<file path="config.mk">
export PLATFORM = sky130hd
export DESIGN_NAME = bin2bcd_seq
export DESIGN_NICKNAME = d
export VERILOG_FILES = /design/src/rtl/bin2bcd_seq.sv
export SDC_FILE = /design/constraint.sdc
export NUM_CORES = 1
export LEC_CHECK = 0
export BUFFER_PORTS_ARGS = -buffer_cell sky130_fd_sc_hd__buf_2
export CAP_MARGIN = 20
export CORE_UTILIZATION = 50
export CTS_CLUSTER_DIAMETER = 100
export DETAILED_ROUTE_END_ITERATION = 10
export PLACE_DENSITY = 0.73
export SLEW_MARGIN = 40
export SYNTH_ARGS = -nofsm -noshare
export SYNTH_HDL_FRONTEND = slang
export SYNTH_SLANG_ARGS = --single-unit
</file>
<file path="constraint.sdc">
create_clock -name clk -period 1.7 [get_ports clk]
set_clock_uncertainty 0.05 [all_clocks]
set_input_delay 0.085 -clock clk [delete_from_list [all_inputs] [get_ports clk]]
set_output_delay 0.085 -clock clk [all_outputs]
set_load 0.005 [all_outputs]
</file>
<file path="src/rtl/bin2bcd_seq.sv">
// Sequential binary-to-BCD converter (double dabble, one bit per clock, MSB first).
// Values above MAX_VAL are not converted; they report overflow and show a blank display.
module bin2bcd_seq #(
  parameter int unsigned MAX_VAL = 9999
) (
  input  logic        clk,
  input  logic        rst_n,
  input  logic        start,
  input  logic [13:0] bin_in,
  output logic        busy,
  output logic        done,
  output logic [15:0] bcd,
  output logic        ovf
);

  localparam int unsigned BIN_W = 14;
  localparam int unsigned BCD_W = 16;
  localparam int unsigned CNT_W = 4;
  localparam int unsigned NIB_N = BCD_W / 4;

  typedef enum logic [1:0] {
    S_IDLE = 2'd0,
    S_CONV = 2'd1,
    S_FIN  = 2'd2
  } state_t;

  state_t             r_state;
  state_t             w_state_nxt;

  logic [BIN_W-1:0]   r_shift;
  logic [BCD_W-1:0]   r_scratch;
  logic [CNT_W-1:0]   r_cnt;
  logic               r_busy;
  logic               r_done;
  logic [BCD_W-1:0]   r_bcd;
  logic               r_ovf;

  logic [BIN_W-1:0]   w_shift_nxt;
  logic [BCD_W-1:0]   w_scratch_nxt;
  logic [CNT_W-1:0]   w_cnt_nxt;
  logic               w_busy_nxt;
  logic               w_done_nxt;
  logic [BCD_W-1:0]   w_bcd_nxt;
  logic               w_ovf_nxt;

  logic               w_over;
  logic [BCD_W-1:0]   w_adj;

  // Each BCD digit that would overflow on doubling gets +3, nibble-local with no carry.
  function automatic logic [BCD_W-1:0] add3(input logic [BCD_W-1:0] s);
    logic [BCD_W-1:0] r;
    logic [3:0]       nib;
    r = s;
    for (int i = 0; i < int'(NIB_N); i++) begin
      nib = s[4*i +: 4];
      if (nib >= 4'd5) begin
        nib = nib + 4'd3;
      end
      r[4*i +: 4] = nib;
    end
    return r;
  endfunction

  assign w_over = 32'(bin_in) > MAX_VAL;
  assign w_adj  = add3(r_scratch);

  // State register.
  always_ff @(posedge clk or negedge rst_n) begin
    if (!rst_n) begin
      r_state <= S_IDLE;
    end else begin
      r_state <= w_state_nxt;
    end
  end

  // Next-state logic; a request is only honoured outside CONV.
  always_comb begin
    w_state_nxt = r_state;
    case (r_state)
      S_IDLE, S_FIN: begin
        if (start) begin
          w_state_nxt = w_over ? S_FIN : S_CONV;
        end else begin
          w_state_nxt = S_IDLE;
        end
      end
      S_CONV: begin
        if (r_cnt == CNT_W'(0)) begin
          w_state_nxt = S_FIN;
        end
      end
      default: w_state_nxt = S_IDLE;
    endcase
  end

  // Output and datapath next values; every output is registered below.
  always_comb begin
    w_shift_nxt   = r_shift;
    w_scratch_nxt = r_scratch;
    w_cnt_nxt     = r_cnt;
    w_busy_nxt    = 1'b0;
    w_done_nxt    = 1'b0;
    w_bcd_nxt     = r_bcd;
    w_ovf_nxt     = r_ovf;
    case (r_state)
      S_IDLE, S_FIN: begin
        if (start) begin
          if (w_over) begin
            w_bcd_nxt  = {BCD_W{1'b1}};
            w_ovf_nxt  = 1'b1;
            w_done_nxt = 1'b1;
          end else begin
            w_shift_nxt   = bin_in;
            w_scratch_nxt = '0;
            w_cnt_nxt     = CNT_W'(BIN_W);
            w_busy_nxt    = 1'b1;
          end
        end
      end
      S_CONV: begin
        if (r_cnt != CNT_W'(0)) begin
          w_scratch_nxt = {w_adj[BCD_W-2:0], r_shift[BIN_W-1]};
          w_shift_nxt   = {r_shift[BIN_W-2:0], 1'b0};
          w_cnt_nxt     = r_cnt - CNT_W'(1);
          w_busy_nxt    = 1'b1;
        end else begin
          w_bcd_nxt  = r_scratch;
          w_ovf_nxt  = 1'b0;
          w_done_nxt = 1'b1;
        end
      end
      default: ;
    endcase
  end

  // Datapath and output registers.
  always_ff @(posedge clk or negedge rst_n) begin
    if (!rst_n) begin
      r_shift   <= '0;
      r_scratch <= '0;
      r_cnt     <= '0;
      r_busy    <= 1'b0;
      r_done    <= 1'b0;
      r_bcd     <= '0;
      r_ovf     <= 1'b0;
    end else begin
      r_shift   <= w_shift_nxt;
      r_scratch <= w_scratch_nxt;
      r_cnt     <= w_cnt_nxt;
      r_busy    <= w_busy_nxt;
      r_done    <= w_done_nxt;
      r_bcd     <= w_bcd_nxt;
      r_ovf     <= w_ovf_nxt;
    end
  end

  assign busy = r_busy;
  assign done = r_done;
  assign bcd  = r_bcd;
  assign ovf  = r_ovf;

endmodule
</file>
==> run summary, run 1 <==
The static power due to leakage was 1.58 nW; the final critical delay including setup and external delays was 1650 ps. Synthesis inferred 55 register bits. For the worst flop-to-flop path, the logic depth is 6.

The number of hold-slack violations in the final timing report came out at 0. For the number of nets still failing antenna checks after routing, the log shows 0. The repair_antennas step left the layout with diodes totalling 0. By count the netlist is led by sky130_fd_sc_hd__dfrtp_1, sky130_fd_sc_hd__nand2_1, sky130_fd_sc_hd__mux2_4, sky130_fd_sc_hd__inv_1, sky130_fd_sc_hd__o22a_1. The worst setup path is captured at a register. The run gives 0.00337 mm2 as the total non-filler cell area in the finished layout. The most critical setup path has its endpoint at r_scratch[2]. TritonCTS built the clock tree.

The tightest min-delay check is of the in -> reg type. In this run, the number of DRC markers left after iteration 0 of detailed routing was 62. The H-tree generated during clock tree synthesis spans 2 levels. The initial utilization of the core area, before any placement, comes to 53.3%.

Once layout is complete, the utilization of the core stands at 64.3%. The sink count of the clock tree is 55, and the maximum number of pins on one net before global-route repair is 30. At the placement stage, the worst setup path has a slack of -8.87 ps. The maximum fanout along the worst path works out to 3. The final worst-path setup slack was 49.6 ps. Cell total after placement: 365. Yosys mapped a number of flops with a built-in enable equal to 0.

At the end of the flow, the number of nets in the layout was 335. Top cell type by total area after synthesis: sky130_fd_sc_hd__dfrtp_1. Summing every instance area after synthesis gives 0.00279 mm2. Floorplan die width: 76.8 um. The tools report the first-pass detailed-route iteration total as 4. The number of global-route vias before repair was 1981. The number of primary I/O pins came out at 36. For this design, the slowest cell found on the critical path is sky130_fd_sc_hd__dfrtp_1.

End of the worst register-to-register path: r_scratch[2]. The tools report the hold slack as 30.2 ps. Relative to the synthesized area, the layout overhead comes to 20.6%. The finished layout holds 379 standard cells, fillers aside.

The worst path required time came out at 1840 ps. For the Yosys warning count, the log shows 0. The power density over the cells was 1800 mW/mm2; the data arrival at the endpoint of the critical path was 1790 ps. Overall power consumption after layout is estimated at 6.05 mW. Based on the critical path, the design can be clocked at up to 606 MHz. At the end of routability-driven placement, the weighted congestion stood at 0.833. The floorplan has 26 rows. For the buffer levels on the longest clock path, the log shows 2. For flop-to-flop paths, the worst setup slack is 50 ps.

In this design, the critical path's most frequently occurring cell is sky130_fd_sc_hd__mux2_4. The routed layout has 1997 vias. In the final timing run, aggregate negative setup slack is 0 ps.

Global routing finished with a remaining overflow of 0. At the pin with the least slew margin, the transition time is 512 ps. Across the VDD grid, the largest voltage drop is 1.32 mV. The run finished with clean final reports. The final-report max-slew violation count was 0. When the netlist entered floorplanning its net count stood at 279.

The tree is rooted in a sky130_fd_sc_hd__clkbuf_8. The logs give 0 for the initial antenna violation count and 0.00589 mm2 for the overall die area. In this run the tightest slew margin relative to its limit is 65.8%.

The run gives 253 as the cell count after synthesis. The number of buffers inserted during clock tree synthesis is 5. Detailed placement ended at an HPWL of 3.74 mm. The delay of the slowest cell on the worst path came out at 390 ps. The tools report the worst flop-to-flop path startpoint as r_scratch[1]. Across every metal layer, demand over resource in global routing totals 20.1%.

The first global-routing pass estimated 9.29 mm of wire. The final worst-path cycle share was 97.1%. For this run, design rule violations remaining after detail routing come to 0. By startpoint and endpoint, the worst setup path is classified as reg -> reg. The ratio of cells with drive above 1 in the final layout was 35.6%; the fraction of registers with async set or reset after synthesis was 100%.

Using the TritonRoute via totals, the vias-per-cell ratio works out to 5.27. Clock-pin slew was measured on the worst setup and hold paths at 90 ps. Wires add up to 5.37 mm.

The routed length per placed instance was 14.2 um; the max capacitance violation total was 0. The most common cell in the synthesized netlist is sky130_fd_sc_hd__dfrtp_1. Sorting the synthesized cells by area gives the leading types as sky130_fd_sc_hd__dfrtp_1, sky130_fd_sc_hd__mux2_4, sky130_fd_sc_hd__nand2_1. A synthesized cell averages 11.0 um2. After floorplanning, the core was sized to cover 0.00524 mm2. After synthesis, the netlist uses 36 different library cells.

Traced cell by cell, the critical path runs through inv_2 -> ha_2 -> nand2b_1 -> a21oi_2 -> mux2_4 -> mux2_4. The clock network latency to the later pin of the worst-skew pair was 310 ps; the hold-critical path depth was 2. Summing all placed instances gives a cell area of 0.00316 mm2.

The die height was 76.8 um. The number of setup violations in the final report was 0. Tracing the worst setup path back leads to its startpoint at r_scratch[1]. Number of port buffers: 35.

For this run, the register share of the synthesized area comes to 49.3%. The most frequently used flop master after synthesis was sky130_fd_sc_hd__dfrtp_1. Startpoint class of the critical path: a register.

Area share of the largest cell type after synthesis: 49.3%.
logic make-up after synthesis:
group,Yosys count,share of synthesized area (%)
buf+inv,28,5.46
fa+ha+maj,9,4.03
mux,33,15.7
flops,55,49.3
compound gates,48,12.9
simple gates,77,11.7
xor+xnor,3,0.941
flip-flops by register name, summed over array words and instances, names as in the netlist:
register	cells
bcd	16
r_scratch	16
r_shift	14
r_cnt	4
r_state	2
busy	1
done	1
ovf	1
cell usage in the layout (no fill, tap or decap), types with 3 or more instances in the layout:
cell and instances:
sky130_fd_sc_hd__buf_2 35, sky130_fd_sc_hd__ha_1 5, sky130_fd_sc_hd__a211oi_1 4, sky130_fd_sc_hd__nor2_1 8
sky130_fd_sc_hd__mux2i_1 6, sky130_fd_sc_hd__mux2_4 22, sky130_fd_sc_hd__nand2_1 52, sky130_fd_sc_hd__o21ai_0 11
sky130_fd_sc_hd__buf_4 21, sky130_fd_sc_hd__a32oi_1 4, sky130_fd_sc_hd__mux2_2 5, sky130_fd_sc_hd__buf_12 3
sky130_fd_sc_hd__inv_1 12, sky130_fd_sc_hd__xnor2_1 3, sky130_fd_sc_hd__nand2b_1 4, sky130_fd_sc_hd__nor3_1 7
sky130_fd_sc_hd__inv_2 4, sky130_fd_sc_hd__o22a_1 16, sky130_fd_sc_hd__dfrtp_1 55, sky130_fd_sc_hd__clkbuf_8 5
per-layer routing:
layer | wire length [um] | global-route usage [%]
met1 | 2650 | 27.2
met2 | 2480 | 32.0
met3 | 129 | 3.93
met4 | 103 | 7.50
met5 | 0 | 0
critical path: cells and delay by family (launching register included):
kind / cells / cell delay, ps
and+or+nand+nor: 1 / 140
AOI/OAI and AO/OA: 1 / 160
muxes: 2 / 560
buffers and inverters: 1 / 70
adders and majority gates: 1 / 170
DFF: 1 / 390
power breakdown:
part	switching [mW]	internal, mW
clock network	0.409	0.283
registers	0.415	1.87
logic	1.39	1.68
final cells by class:
| cell class | count | area (um2) |
|---|---|---|
| Tap cell | 70 | 87.6 |
| Clock inverter | 2 | 13.8 |
| Multi-Input combinational cell | 170 | 1350 |
| Sequential cell | 55 | 1380 |
| Fill cell | 399 | 1870 |
| Inverter | 16 | 60.1 |
| Clock buffer | 5 | 68.8 |
| Timing Repair Buffer | 61 | 413 |
worst min-delay path by stage:
stage	startpoint	to	slack, ps
finish	start	r_state[0]	30
global route	start	r_state[0]	30
CTS	start	r_state[0]	3
detailed placement	rst_n	bcd[3]	70
global placement	rst_n	bcd[4]	70
floorplan	rst_n	bcd[0]	-260
repair_timing:
| item | 4_1_cts | 5_1_grt |
|---|---|---|
| hold endpoints to repair | 56 | 0 |
| resized for setup | 1 | 14 |
| cloned | 0 | 0 |
| pin swaps | 0 | 4 |
| setup endpoints to repair | 2 | 40 |
| setup buffers | 2 | 3 |
| hold buffers | 2 | 0 |
Note: power is estimated with default switching activity, not from simulation.
==> run 2, diff against run 1 <==
- PLACE_DENSITY: 0.73 -> 0.71
- clock period: 1.7 -> 1.9 ns (I/O delays scaled with it)
==> run 2 against run 1 <==
Against the previous run: utilization shrank 3.1 points; power shrank 15%; maximum frequency shrank 6.4%; critical endpoint is now r_scratch[6]; wire length shrank 4.2%; largest power group unchanged; first-iteration DRC count shrank 4.8%; count of clock-buffer cells in the layout grew 3.
==> run summary, run 2 (synthesis gave the netlist of run 1 again) <==
The final-layout setup total negative slack is 0 ps (unchanged). The floorplan die width is 76.8 um (unchanged). The logs give 26 (unchanged) for the number of placement rows and 0 (-2) for the post-CTS repair timing setup buffer count. STA classifies the critical path endpoint as a register. The logs give 1885 (-4.8%) for the number of global-route vias before repair and 0 (unchanged) for the final-report max-slew violation count. The run gives 5.15 mm (-4.2%) as the final wirelength. Final critical delay including setup and external delays: 1760 ps (+114 ps). The CTS H-tree depth is 2 (unchanged), and the multi-input gate area in the final layout is 0.00128 mm2 (-5.1%). The library cells used most frequently in the layout, excluding fill and tap cells, are sky130_fd_sc_hd__dfrtp_1, sky130_fd_sc_hd__nand2_1, sky130_fd_sc_hd__buf_2.

The number of nets at the end of the flow was 322 (-3.9%); the number of primary I/O pins was 36 (unchanged). The run gives 0.00524 mm2 (unchanged) as the area of the core. The worst setup path is launched from a register. The cell at the root of the clock tree is sky130_fd_sc_hd__clkbuf_8. The critical path goes through inv_1 -> ha_1 -> nand2b_1 -> a21oi_2 -> mux2_2 -> mux2_4. Maximum fanout along the worst path: 6 (+3). The routed length per placed instance came out at 14.0 um (-1.0%). The number of setup violations in the final report is 0 (unchanged), and the worst slack at placement is 124 ps (+133 ps). Area added between synthesis and finish: 14.8%.

For this design, the slowest cell found on the critical path is sky130_fd_sc_hd__dfrtp_1. The total grt overflow came out at 0 (unchanged). The static power due to leakage is 1.50 nW (-4.9%), and the ratio of cells with drive above 1 in the final layout is 29.6% (-6.0 points). The logs give 0 (unchanged) for the initial antenna violation count and 60.2% (-5.5 points) for the worst slew slack as a fraction of its limit.

The final design utilization came out at 61.2% (-3.1 points). The delay of the slowest cell on the worst path is 440 ps (+50 ps). The highest clock frequency the design can meet is 567 MHz (-6.4%), and the final worst-path setup slack is 136 ps (+86.4 ps).

The run finished with clean final reports. The logs give 310 ps (about the same) for the clock network latency to the later pin of the worst-skew pair and 53.3% (unchanged) for the initial core utilization. The tools report the first-pass GRT wire length as 8.67 mm (-6.7%). The number of buffers inserted during clock tree synthesis was 5 (unchanged). The violation count after the first detailed-routing iteration is 59 (-4.8%). The run gives 0.00589 mm2 (unchanged) as the overall die area.

The worst setup path is of the reg -> reg kind. The worst setup slack for register-to-register paths was 140 ps (+90 ps); the die height was 76.8 um (unchanged). The hold slack came out at 20.1 ps (-10.1 ps).

The final worst-path cycle share is 92.8% (-4.2 points). The count of filler cells inserted in the layout was 449 (+13%). The run gives 0 (unchanged) as the count of antenna diodes in the layout.

The routed via count is 1931 (-3.3%), and the buffer levels on the longest clock path is 2 (unchanged). The most common cell after layout, fill and taps aside is sky130_fd_sc_hd__dfrtp_1. The tools report the area taken by flip-flops and latches as 0.00138 mm2 (unchanged). Worst min-delay path class: in -> reg. Worst ir drop on vdd: 0.804 mV (-39%). The data arrival at the endpoint of the critical path was 1910 ps (+120 ps). The run gives 3.52 mm (-5.9%) as the post-DP HPWL. The average vias per placed instance was 5.26 (-0.14%). The DRC violation count after routing was 0 (unchanged); the power density over the cells was 1610 mW/mm2 (-10%).

The logs give 0 (unchanged) for the number of hold-slack violations in the final timing report and 0 (unchanged) for the number of nets still failing antenna checks after routing. The maximum number of pins on one net before global-route repair was 31 (+3.3%); the transition time at the pin with the least slew margin was 596 ps (+84.8 ps). The clock transition at the registers of the reported paths was 90 ps (about the same).

Setup repair after global routing left no endpoint under its margin. The global placer's final weighted congestion is 0.781 (-6.3%). The number of port buffers is 35 (unchanged).

TritonCTS built the clock tree. For the global router's overall resource usage, the log shows 18.8% (-1.3 points). The logs give 2050 ps (+210 ps) for the worst path required time and 55 (unchanged) for the sink count of the clock tree. The max capacitance violation total is 0 (unchanged). The first-pass detailed-route iteration total was 4 (unchanged).
-- run 2: power breakdown --
group / total (mW) / internal [mW] / switching, mW
sequential: 2.05 / 1.68 / 0.373
clock: 0.688 / 0.333 / 0.355
combinational: 2.43 / 1.30 / 1.14
-- run 2: final timing paths --
path,from,to,depth (start not counted)
setup / recovery,r_scratch[4],r_scratch[6],6
hold / removal,start,r_state[0],2
setup reg to reg,r_scratch[4],r_scratch[6],6
hold reg to reg,bcd[5],bcd[5],1
max in group asynchronous,rst_n,r_scratch[11],3
min in group asynchronous,rst_n,r_shift[6],2
-- run 2: cell type report --
| type | instances | area share, % |
|---|---|---|
| Tap cell | 70 | 2.73 |
| Clock buffer | 8 | 3.12 |
| Multi-Input combinational cell | 170 | 39.9 |
| Inverter | 16 | 1.87 |
| Sequential cell | 55 | 42.9 |
| Timing Repair Buffer | 48 | 9.44 |
-- run 2: what timing repair did --
item | in CTS | in global routing
resized for setup | 0 | 2
endpoints found under the hold margin | 26 | 0
setup endpoints to repair | 0 | 2
hold buffers | 2 | 0
-- run 2: critical path, delay by kind of cell (launching register included) --
| family | cells | cell delay (ps) |
|---|---|---|
| fa+ha+maj | 1 | 190 |
| mux | 2 | 610 |
| flops | 1 | 440 |
| simple gates | 1 | 90 |
| buf+inv | 1 | 100 |
| compound gates | 1 | 180 |
-- run 2: routing by layer --
metal,global-route usage (%),up-vias,wire length [um]
met4,5.38,0,50
met3,5.24,6,186
met1,24.2,939,2460
li1,-,956,-
met5,0,-,0
met2,30.8,30,2450
-- run 2: through the flow --
stage	cell area, um2	total power [mW]	instances
detailed placement	3070	4.49	357
floorplan	2790	3.89	253
finish	3210	5.17	367
global placement	3070	4.42	357
global route	3210	5.57	367
CTS	3190	5.19	367
==> run 3, diff against run 2 <==
- ABC_AREA: default -> 1
- CORE_UTILIZATION: 50 -> 45
- PLACE_DENSITY: 0.71 -> default
- PLACE_DENSITY_LB_ADDON: default -> 0.3
==> run 3 against run 2 <==
Against the previous run: the flow now finishes with violations (design-rule violations); critical path depth up 3; utilization decreased by 8.4 points; design area increased by 6.4%; hold slack better by 42 ps; cell count grew 47%; power fell by 4.3%; first-iteration DRC count grew to 3.1 times the previous value; global-route usage up 0.26 points; register-to-register slack better by 70 ps; largest cell class is now multi-input combinational cells; largest power group unchanged; highest routed layer unchanged.
==> run summary, run 3 <==
The run gives 2.17 mW (+16%) as the reported net switching power. The first-pass GRT wire length was 11.0 mm (+26%); the violation count after the first detailed-routing iteration was 185 (+210%). The logs give 0 (unchanged) for the count of antenna diodes in the layout and 2494 (+32%) for the number of global-route vias before repair. The flow ran to the end, but the final reports show violations. Global placer's final weighted congestion: 0.752 (-3.6%). The routed via count was 2679 (+39%); the highest clock frequency the design can meet was 592 MHz (+4.4%). The logs give 2 (unchanged) for the CTS H-tree depth and 1.88 nW (+25%) for the static power due to leakage.

The sink count of the clock tree was 55 (unchanged); the hold slack was 62.6 ps (+42.4 ps). The total grt overflow came out at 0 (unchanged). The startpoint class of the critical path is a register. The transition time at the pin with the least slew margin works out to 696 ps (+99.9 ps). TritonCTS built the clock tree. The share of total power in the clock network came out at 12.9% (-0.4 points).

Most common cell after layout, fill and taps aside: sky130_fd_sc_hd__nand2_1. The logs give 0.00646 mm2 (+23%) for the area of the core and 8 (+4) for the first-pass detailed-route iteration total. The tools report the synthesized area as 0.00305 mm2 (+9.2%). The buffer levels on the longest clock path was 2 (unchanged). The total power consumption of the routed design came out at 4.95 mW (-4.3%).

The post-DP HPWL is 4.05 mm (+15%). The average vias per placed instance was 4.98 (-5.4%); the multi-input gate area in the final layout was 0.00146 mm2 (+14%). The distinct cell type count of the synthesized netlist is 20 (-44%), and the initial antenna violation count is 0 (unchanged). Number of port buffers: 35 (unchanged). sky130_fd_sc_hd__dfrtp_1 takes more of the synthesized area than any other cell.

The clock transition at the registers of the reported paths came out at 100 ps (about the same). For the Yosys warning count, the log shows 0 (unchanged). The cell count after synthesis is 424 (+68%), and the power density over the cells is 1450 mW/mm2 (-10%).

The share of total power in sequential cells is 37.0% (-2.6 points). Ranked by total cell area, the synthesized netlist is headed by sky130_fd_sc_hd__dfrtp_1, sky130_fd_sc_hd__nand2_1, sky130_fd_sc_hd__nand3_1. The logs give 47.2% (-6.1 points) for the initial core utilization and 300 ps (about the same) for the clock network latency to the later pin of the worst-skew pair. The final worst-path cycle share is 88.9% (-3.9 points).

The run gives 56 (+81%) as the maximum number of pins on one net before global-route repair. Combinational share of power: 50.1% (+3.0 points). Die height: 84.3 um (+9.9%).

The cell at the root of the clock tree was sky130_fd_sc_hd__clkbuf_8. The data arrival at the endpoint of the critical path is 1890 ps (-20 ps). The area added between synthesis and finish is 11.8%. The DRC violation count after routing came out at 2 (+2). The tools report the worst path required time as 2100 ps (+50 ps). In the layout the commonest cells are sky130_fd_sc_hd__nand2_1, sky130_fd_sc_hd__nand3_1, sky130_fd_sc_hd__dfrtp_1. The final critical delay including setup and external delays is 1690 ps (-74.0 ps), and the number of nets at the end of the flow is 486 (+51%). The maximum fanout along the worst path was 36 (+30). The synthesized flop and latch total is 55 (unchanged). The tools report the max capacitance violation total as 0 (unchanged). The area share of the largest cell type after synthesis was 45.1% (-4.1 points).

The final wirelength came out at 6.27 mm (+22%). Final-layout setup total negative slack: 0 ps (unchanged). Setup repair after global routing left no endpoint under its margin.

The number of nets still failing antenna checks after routing came out at 0 (unchanged). The average size of a mapped cell came out at 7.19 um2 (-35%). The part of the Yosys area used for sequential elements is 45.1% (-4.1 points), and the number of primary I/O pins is 36 (unchanged). The tools report the global router's overall resource usage as 19.1% (+0.26 points). The commonest cells after synthesis are sky130_fd_sc_hd__nand2_1, sky130_fd_sc_hd__nand3_1, sky130_fd_sc_hd__dfrtp_1, sky130_fd_sc_hd__nor2_1, sky130_fd_sc_hd__inv_1. Dominant cell by count in the synthesized netlist: sky130_fd_sc_hd__nand2_1.

The tools report the number of placement rows as 29 (+12%). The tools report the number of buffers inserted during clock tree synthesis as 5 (unchanged). The kind of end point of the critical path was a register.

The routed length per placed instance is 11.7 um (-17%). The switching share of power came out at 43.8% (+7.8 points). Number of enable flip-flop cells after synthesis: 0 (unchanged).

The area taken by flip-flops and latches is 0.00138 mm2 (unchanged). The final-report max-slew violation count was 0 (unchanged). The worst slew slack as a fraction of its limit was 53.6% (-6.7 points). The final reports fail on design-rule violations. For this run, the leading register cell type out of synthesis is sky130_fd_sc_hd__dfrtp_1.

The run gives 0 (unchanged) as the number of setup violations in the final report. Number of hold-slack violations in the final timing report: 0 (unchanged). The number of nets produced by synthesis came out at 450 (+61%).

The worst ir drop on vdd is 0.571 mV (-29%). The fraction of registers with async set or reset after synthesis was 100% (unchanged); the internal power summed over all cells was 2.78 mW (-16%). By startpoint and endpoint, the worst setup path is classified as reg -> reg. The floorplan die width is 84.3 um (+9.9%). In this run the worst hold path is classified as in -> reg. The overall die area was 0.00711 mm2 (+21%); the count of filler cells inserted in the layout was 621 (+38%).

The ratio of cells with drive above 1 in the final layout is 14.3% (-15 points).
==> run 3: cell types whose count changed after synthesis, moves of 11 or more <==
cell	before	now
sky130_fd_sc_hd__inv_1	16	27
sky130_fd_sc_hd__mux2_4	20	0
sky130_fd_sc_hd__nand2_1	52	203
sky130_fd_sc_hd__nand3_1	0	57
sky130_fd_sc_hd__nor2_1	8	31
sky130_fd_sc_hd__o22a_1	16	0
==> run 3: critical path, cell delays in order (launching register included) <==
cell,delay [ps]
sky130_fd_sc_hd__dfrtp_1,410
sky130_fd_sc_hd__inv_1,100
sky130_fd_sc_hd__ha_1,190
sky130_fd_sc_hd__nand3_1,160
sky130_fd_sc_hd__nor2_2,160
sky130_fd_sc_hd__nor2_4,70
sky130_fd_sc_hd__buf_12,130
sky130_fd_sc_hd__nand2_8,200
sky130_fd_sc_hd__nand2_1,80
sky130_fd_sc_hd__nand2_1,70
==> run 3: final timing paths <==
kind	startpoint	end	slack (ps)	depth (start not counted)
max in group asynchronous	rst_n	r_scratch[0]	930	3
min reg2reg	ovf	ovf	420	2
min in group asynchronous	rst_n	busy	380	3
max reg2reg	r_cnt[0]	r_scratch[12]	210	9
max	r_cnt[0]	r_scratch[12]	210	9
min	bin_in[2]	r_shift[2]	60	5
==> run 3: cell families (layout without fill, tap and decap cells) <==
family / count (synthesis) / count (layout) / synth area share [%]
simple gates: 302 / 302 / 41.3
flops: 55 / 55 / 45.1
buf+inv: 47 / 84 / 7.38
compound gates: 11 / 11 / 2.54
fa+ha+maj: 9 / 9 / 3.69
==> run 3: cell type report <==
cell class	instances	area share, %
Inverter	28	3.08
Tap cell	77	2.82
Sequential cell	55	40.4
Timing Repair Buffer	48	8.44
Multi-Input combinational cell	322	42.8
Clock inverter	2	0.367
Clock buffer	6	2.13
==> run 3: what timing repair did <==
| action | CTS | global route |
|---|---|---|
| endpoints found under the hold margin | 55 | 0 |
| setup endpoints to repair | 29 | 6 |
| pin swaps | 1 | 0 |
| resized for setup | 1 | 1 |
| hold buffers | 1 | 0 |
| buffers inserted | 3 | 0 |
==> run 3: stage by stage <==
| stage | worst slack, ps | instances | utilization, % | cell area (um2) |
|---|---|---|---|---|
| after floorplan | 382 | 424 | - | 3050 |
| after global routing | 34.1 | 538 | 52.8 | 3410 |
| final | 210 | 538 | 52.8 | 3410 |
| after CTS | 171 | 538 | 52.8 | 3410 |
| after detailed placement | -21.7 | 526 | 50.6 | 3270 |
| after global placement | 66.2 | 526 | 50.6 | 3270 |
==> run 3: metal layers <==
layer	wire length, um	vias to the layer above	track usage (%)
met5	0	-	0
met4	47	0	5.08
met3	285	5	2.75
met2	3020	70	33.2
met1	2920	1219	25.0
li1	-	1385	-
==> run 3: power groups by stage <==
stage	sequential [mW]	clock [mW]	combinational, mW
after floorplan	1.85	0	1.80
after global placement	1.85	0	2.31
after detailed placement	1.85	0	2.38
after CTS	1.83	0.649	2.49
after global routing	1.89	0.691	2.85
final	1.83	0.636	2.48
